$ cat config.mk
export PLATFORM = sky130hd
export DESIGN_NAME = mux32_rr_sched
export DESIGN_NICKNAME = d
export VERILOG_FILES = /design/src/rtl/mux32_rr_sched_pkg.sv /design/src/rtl/mux32_rr_sched_mux.sv /design/src/rtl/mux32_rr_sched_pick.sv /design/src/rtl/mux32_rr_sched.sv
export SDC_FILE = /design/constraint.sdc
export NUM_CORES = 1
export LEC_CHECK = 0
export ABC_AREA = 1
export BUFFER_PORTS_ARGS = -buffer_cell sky130_fd_sc_hd__buf_4
export CAP_MARGIN = 10
export CORE_MARGIN = 4
export CORE_UTILIZATION = 30
export CTS_CLUSTER_DIAMETER = 200
export DETAILED_ROUTE_END_ITERATION = 12
export GPL_TIMING_DRIVEN = 0
export HOLD_SLACK_MARGIN = 0.1
export PLACE_DENSITY = 0.66
export SYNTH_ARGS = -nofsm -noshare
export SYNTH_HDL_FRONTEND = slang
export SYNTH_SLANG_ARGS = --single-unit
$ cat constraint.sdc
create_clock -name clk_i -period 15.7 [get_ports clk_i]
set_input_delay 1.57 -clock clk_i [delete_from_list [all_inputs] [get_ports clk_i]]
set_output_delay 1.57 -clock clk_i [all_outputs]
set_load 0.02 [all_outputs]
$ cat src/rtl/mux32_rr_sched_pkg.sv
// Shared types for the 32-way round-robin scheduler: requester count,
// index type and the output-slot state encoding.
package mux_sched_pkg;

   localparam int NREQ = 32;
   localparam int IDXW = 5;

   typedef logic [IDXW-1:0] idx_t;
   typedef logic [NREQ-1:0] reqvec_t;

   typedef enum logic {EMPTY, FULL} slot_state_t;

   function automatic reqvec_t onehot(input idx_t i);
      return reqvec_t'(1) << i;
   endfunction

endpackage

$ cat src/rtl/mux32_rr_sched_mux.sv
// Shared 32:1 N-bit selection datapath driven by the scheduler's winner.
module mux32to1_n
   import mux_sched_pkg::*;
#(
   parameter int N = 4
) (
   input  logic [N-1:0] data_i [NREQ],
   input  idx_t         sel,
   output logic [N-1:0] data_o
);

   logic [N-1:0] masked [NREQ];

   // AND-OR tree keeps the select path balanced instead of a priority chain
   for (genvar gi = 0; gi < NREQ; gi++) begin : g_mask
      assign masked[gi] = (sel == idx_t'(gi)) ? data_i[gi] : '0;
   end

   always_comb begin
      data_o = '0;
      for (int i = 0; i < NREQ; i++) begin
         data_o = data_o | masked[i];
      end
   end

endmodule

$ cat src/rtl/mux32_rr_sched_pick.sv
// Combinational rotate-priority finder: first set request strictly after
// ptr, wrapping around so that ptr itself is examined last.
module rr_pick32
   import mux_sched_pkg::*;
(
   input  logic [NREQ-1:0] req,
   input  idx_t            ptr,
   output logic            any,
   output idx_t            idx
);

   idx_t              start;
   logic [2*NREQ-1:0] dbl;
   logic [NREQ-1:0]   rot;
   idx_t              off;

   assign start = ptr + idx_t'(1);
   assign dbl   = {req, req};
   // rot[0] is the requester right after ptr, rot[31] is ptr itself
   assign rot   = dbl[start +: NREQ];
   assign any   = |req;

   always_comb begin
      off = '0;
      for (int i = NREQ - 1; i >= 0; i--) begin
         if (rot[i]) begin
            off = idx_t'(i);
         end
      end
   end

   assign idx = start + off;

endmodule

$ cat src/rtl/mux32_rr_sched.sv
// Round-robin scheduler over 32 requesters with bounded burst lock; the
// winner's word is captured into a single valid/ready output slot.
module mux32_rr_sched
   import mux_sched_pkg::*;
#(
   parameter int N         = 4,
   parameter int ADDRESS   = 5,
   parameter int MAX_BURST = 4
) (
   input  logic               clk_i,
   input  logic               rst_i,
   input  logic [NREQ-1:0]    req_i,
   input  logic [NREQ-1:0]    lock_i,
   input  logic [N-1:0]       data_i [NREQ],
   output logic [NREQ-1:0]    gnt_o,
   output logic               valid_o,
   input  logic               ready_i,
   output logic [N-1:0]       data_o,
   output logic [ADDRESS-1:0] sel_o
);

   localparam int CW = (MAX_BURST > 1) ? $clog2(MAX_BURST) : 1;
   localparam logic [CW-1:0] CNT_LAST = CW'(MAX_BURST - 1);

   slot_state_t   state_q;
   logic [N-1:0]  data_q;
   idx_t          sel_q;
   idx_t          ptr_q;
   logic [CW-1:0] cnt_q;
   logic [CW-1:0] cnt_d;
   logic          burst_act_q;

   logic          rr_any;
   idx_t          rr_idx;
   logic          burst_ok;
   idx_t          win;
   logic          slot_free;
   logic          cap;
   logic [N-1:0]  mux_out;

   rr_pick32 u_pick (
      .req (req_i),
      .ptr (ptr_q),
      .any (rr_any),
      .idx (rr_idx)
   );

   mux32to1_n #(.N(N)) u_mux (
      .data_i (data_i),
      .sel    (win),
      .data_o (mux_out)
   );

   // The owner keeps the slot only while it still requests, still holds
   // its lock, and has not yet used up its burst allowance.
   assign burst_ok  = burst_act_q && req_i[ptr_q] && lock_i[ptr_q] && (cnt_q < CNT_LAST);
   assign win       = burst_ok ? ptr_q : rr_idx;
   assign slot_free = (state_q == EMPTY) || ready_i;
   assign cap       = rr_any && slot_free;
   assign cnt_d     = burst_ok ? (cnt_q + CW'(1)) : '0;

   assign gnt_o = (cap && !rst_i) ? onehot(win) : '0;

   always_ff @(posedge clk_i) begin
      if (rst_i) begin
         state_q     <= EMPTY;
         data_q      <= '0;
         sel_q       <= '0;
         ptr_q       <= idx_t'(NREQ - 1);
         cnt_q       <= '0;
         burst_act_q <= 1'b0;
      end else begin
         case (state_q)
            EMPTY: begin
               if (cap) begin
                  state_q <= FULL;
               end
            end
            FULL: begin
               if (ready_i && !cap) begin
                  state_q <= EMPTY;
               end
            end
            default: state_q <= EMPTY;
         endcase
         if (cap) begin
            data_q      <= mux_out;
            sel_q       <= win;
            ptr_q       <= win;
            cnt_q       <= cnt_d;
            burst_act_q <= lock_i[win];
         end
      end
   end

   assign valid_o = (state_q == FULL);
   assign data_o  = data_q;
   assign sel_o   = sel_q;

endmodule

==> Word-level counts from Yosys, hierarchy flattened <==
Cells that the tools add are included.
Widths: inputs -> output; s select.
{ "totals": {"ff_bits": 18, "input_bits": 195} }
{ "op_classes": {"n_shift": 2, "n_bitwise": 32, "magnitude_cmp": 3, "n_mux": 76, "n_eq_ne": 31, "n_reduce_logical": 11, "n_addsub": 3} }
{ "ops": {"columns": ["op", "n"], "rows": [
  ["$mux 5", 33],
  ["$mux 4", 32],
  ["$or 4x4->4", 31],
  ["$eq 5x5->1 const B", 16],
  ["$shiftx 64x6->32", 1],
  ["$eq 5x4->1 const B", 8],
  ["$mux 32", 1],
  ["$reduce_or 32->1", 1],
  ["$shl 1x5->32 const A", 1],
  ["$eq 5x3->1 const B", 4],
  ["$bmux 1 s5", 3],
  ["$lt 5x6->1 const B", 2],
  ["$eq 5x2->1 const B", 2],
  ["$logic_and 1x1->1", 6],
  ["$add 5x1->5 const B", 1],
  ["$add 5x5->5", 1],
  ["$eq 5x1->1 const B", 1],
  ["$logic_not 5->1", 1],
  ["$mux 1", 5],
  ["$add 2x1->2 const B", 1],
  ["$logic_not 1->1", 2],
  ["$lt 2x2->1 const B", 1],
  ["$mux 2", 1],
  ["$pmux 1 s2", 1],
  ["2 further kinds", 2]
]} }

==> Longest topological paths before layout <==
{ "depth": {"word_depth": 69, "depth_mapped": 58, "ltp_nobuf": 55} }

==> By module <==
From an unflattened synthesis, not the netlist that was laid out.
{ "unflattened": {"hier_cells": 1147, "hier_area_um2": 5718.0} }
{ "modules_own_cells": {"columns": ["module", "cells_per_inst", "instances", "area_each_um2"], "rows": [
  ["rr_pick32", 532, 1, 2593.7],
  ["mux32_rr_sched", 314, 1, 1761.7],
  ["mux32to1_n", 301, 1, 1362.6]
]} }

==> Worst setup path before layout <==
Ideal clock, no wire load.
{ "synth_timing": {"kind": "input-to-output", "from": "input req_i[11]", "to": "output gnt_o[20]", "cell_stages": 44, "slack_ps": 8383, "t_required_ps": 14130, "arrival_time_ps": 5747, "path_cell_list": "nand2_1 nand3_1 nand3_1 nand3_1 nand3_1 nand2_1 a31oi_1 nor2_1 nor2_1 nor2_1 nor2_1 nor2_1 nor2_1 nor2_1 o21bai_1 nand2_1 nand2_1 nand2_1 [8 not listed] nand2_1 nand2_1 nand2_1 nand2_1 nand2_1 nand2_1 nand2_1 a21oi_1 ha_1 ha_1 or2_2 o21a_1 nor2_1 inv_1 nor2_4 buf_4 nand2_1 nor3_1"} }
{ "synth_via": {"elab_chain_len": 37} }
{ "synth_rtl": {"columns": ["element", "line", "rtl"], "rows": [
  ["from (decl)", "mux32_rr_sched.sv:12", "input logic [NREQ-1:0] req_i,"],
  ["$shiftx 64x6->32", "mux32_rr_sched_pick.sv:20", "assign rot = dbl[start +: NREQ];"],
  ["$mux 5 (32 in series)", "mux32_rr_sched_pick.sv:26", "if (rot[i]) begin"],
  ["$add 5x5->5", "mux32_rr_sched_pick.sv:32", "assign idx = start + off;"],
  ["$mux 5", "mux32_rr_sched.sv:57", "assign win = burst_ok ? ptr_q : rr_idx;"],
  ["$shl 1x5->32", "mux32_rr_sched_pkg.sv:14", "return reqvec_t'(1) << i;"],
  ["$mux 32 (*)", "mux32_rr_sched.sv:62", "assign gnt_o = (cap && !rst_i) ? onehot(win) : '0;"],
  ["to (decl)", "mux32_rr_sched.sv:15", "output logic [NREQ-1:0] gnt_o,"]
]} }
Mark *: on every way between the ends. The rest lies on a longest branch, timed or not. The select of a mux whose other input is x is not followed.

==> Worst setup path in the final report <==
{ "layout_timing": {"from": "input req_i[29]", "to": "output gnt_o[11]"} }
Same word-level chain as after synthesis.

==> results_dict.tcl <==
set metrics [dict create \
    via_per_inst 5.60 \
    ys_warn_count 0 \
    cts_tree "done" \
    syn_inst 1160 \
    fin_crit_ps 8580 \
    vias 9322 \
    post_cts_buffers 0 \
    die_area_um2 22300 \
    die_y_um 149 \
    ios 237 \
    reg2reg_depth 53 \
    fin_tns_setup_ps 0 \
    grt_max_degree 11 \
    syn_to_final_growth_pct 36.3 \
    drc 0 \
    wl_per_cell_um 20.1 \
    cts_resized 0 \
    path_clk_slew_ps 50 \
    hold_viol 0 \
    ys_ff_latch 18 \
    path_class "in2out" \
    arrival_ps 7010 \
    grt_use_total 0.285 \
    finalWirelength_um 33400 \
    drive_above_1_share 0.252 \
    synth_cell_type_count 43 \
    cts-root-buf "clkbuf_16" \
    max_freq_ghz 0.117 \
    rsz0062_at_grt "no" \
    die_w_um 149 \
    gp_congestion 0.987 \
    rows 51 \
    cts_buffer_depth 2 \
    crit_buf_inv 5 \
    critical_path_depth 47 \
    dr.pass1.iters 5 \
    reg2reg_slack_ps 8990 \
    endpoint_kind "output port" \
    cp-endpoint "gnt_o[11]" \
    status "finished clean" \
    ant_nets 0 \
    fin_nets 1602 \
    startpoint_type "input port" \
    critPathMostFrequentCell "nand2_1" \
    synth_flop_cell "dfxtp_1" \
    netlist_top_cells_count "341 x nand2_1, 237 x nand3_1, 111 x nand4_1, 111 x nor2_1, 78 x inv_1" \
    hold_start "sel_o[0]" \
    r2r_start "ptr_q[1]" \
    synth.avg_cell_area_um2 5.17 \
    setup_viol 0 \
    overflow 0 \
    h-tree-depth 1 \
    max-cap-violations 0 \
    cp_max_fo 10 \
    grt_pass1_wl_um 50000 \
    grt_pass1_vias 9096 \
    cts_sinks 18 \
    grt_antenna_before_repair 0 \
    crit_family "simple AND/OR/NAND/NOR gates" \
    cpPeakStageDelay_ps 570 \
    synth-edff-count 0 \
    yosysSeqAreaShare 0.0601 \
    hold_class "reg2reg" \
    yosys.area.top_type "nand2_1" \
    synth_top_cells_by_area "nand2_1 21%, nand3_1 20%, nand4_1 12%, nor2_1 6.9%, dfxtp_1 6.0%" \
    yosys.cell_count.top_type "nand2_1" \
    core_um2 19600 \
    syn_nets 1361 \
    syn_area_um2 6000 \
    r2r_end "data_o[0]" \
    hold_buffers 0 \
    portBuffers 236 \
    n_antenna_cell 0 \
    cts-buffers-inserted 3 \
    worst_pin_slew_ps 742 \
    async_flop_share 0 \
    clock_skew_ps 3.63 \
    clock_latency_ps 250 \
    cp.required_ps 14130 \
    finalMaxSlewViolations 0 \
    cpMaxStageDelayCell "nor2_1" \
    synth_top_area_share 0.213 \
    finalCritPeriodShare 0.547 \
    crit_path_start "req_i[29]" \
    slew-limit-headroom 0.504 \
    drtIter0Drc 790 \
    hpwlAfterDp_um 28100 \
    initial_core_util 0.306 \
]
## worst min-delay path: stages (launching register included)
cell	delay, ps
dfxtp_1	310
nand2_1	60
a21oi_1	50
## metrics by stage
| stage | area [um2] | utilization | instances | hold WS [ps] | setup WS, ps |
|---|---|---|---|---|---|
| 2_1_floorplan | 6000 | - | 1160 | 443 | 8380 |
| 5_1_grt | 8180 | 0.417 | 1664 | 494 | 6720 |
| 3_5_place_dp | 8100 | 0.413 | 1661 | 461 | 7330 |
| 3_3_place_gp | 8100 | 0.413 | 1661 | 459 | 7280 |
| 6_report | 8180 | 0.417 | 1664 | 468 | 7120 |
| 4_1_cts | 8180 | 0.417 | 1664 | 472 | 7270 |
## per-layer routing
layer	track usage	share of wire	vias to the layer above
li1	-	-	4471
met1	0.330	0.37	4194
met2	0.521	0.49	550
met3	0.0340	0.076	107
met4	0.131	0.060	0
met5	0	0	-
## layout make-up
cell class | instances | area [um2]
plain buffers | 83 | 532
clock buffers | 3 | 75.1
fillers | 2244 | 11400
inverters | 88 | 333
multi-input cells | 971 | 4770
flip-flops and latches | 18 | 360
well taps | 265 | 332
repair buffers | 236 | 1770
## flip-flops by register name (all words and copies together), names as in the netlist
register	cells
burst_act_q	1
cnt_q	2
data_o	4
ptr_q	5
sel_o	5
valid_o	1
## worst min-delay path by stage
stage,slack [ps],endpoint,cells past startpoint
floorplan,440,cnt_q[0],1
global placement,460,sel_o[0],2
detailed placement,460,cnt_q[0],1
CTS,470,cnt_q[0],1
global route,490,cnt_q[1],2
finish,470,sel_o[0],2
## cell families (layout without fill, tap and decap cells)
family | count (synthesis) | count (layout) | synth area share
AO/OA/AOI/OAI | 112 | 112 | 0.116
adder cells (fa/ha/maj) | 6 | 6 | 0.0125
flip-flops | 18 | 18 | 0.0601
XOR/XNOR | 4 | 4 | 0.0115
buffers and inverters | 171 | 410 | 0.144
AND/OR/NAND/NOR | 849 | 849 | 0.656
## layout by cell type (no fill, tap or decap), types with 5 or more instances in the layout
master and n:
buf_4 254, o21ai_1 7, buf_2 44, clkbuf_1 7
nand2_1 341, a21oi_1 27, o21ai_0 25, dfxtp_1 18
nor3_1 15, buf_6 13, o211ai_1 8, o21a_1 13
a31oi_1 11, a22oi_1 11, nor4_1 8, inv_1 78
nand2_2 5, ha_1 6, nand3_1 237, inv_2 7
nor2_2 5, nor2_1 111, nor2_4 6, nand4_1 111
Power is not shown: default switching activity piles up to over one toggle a cycle in this logic, so the estimate is an artifact.
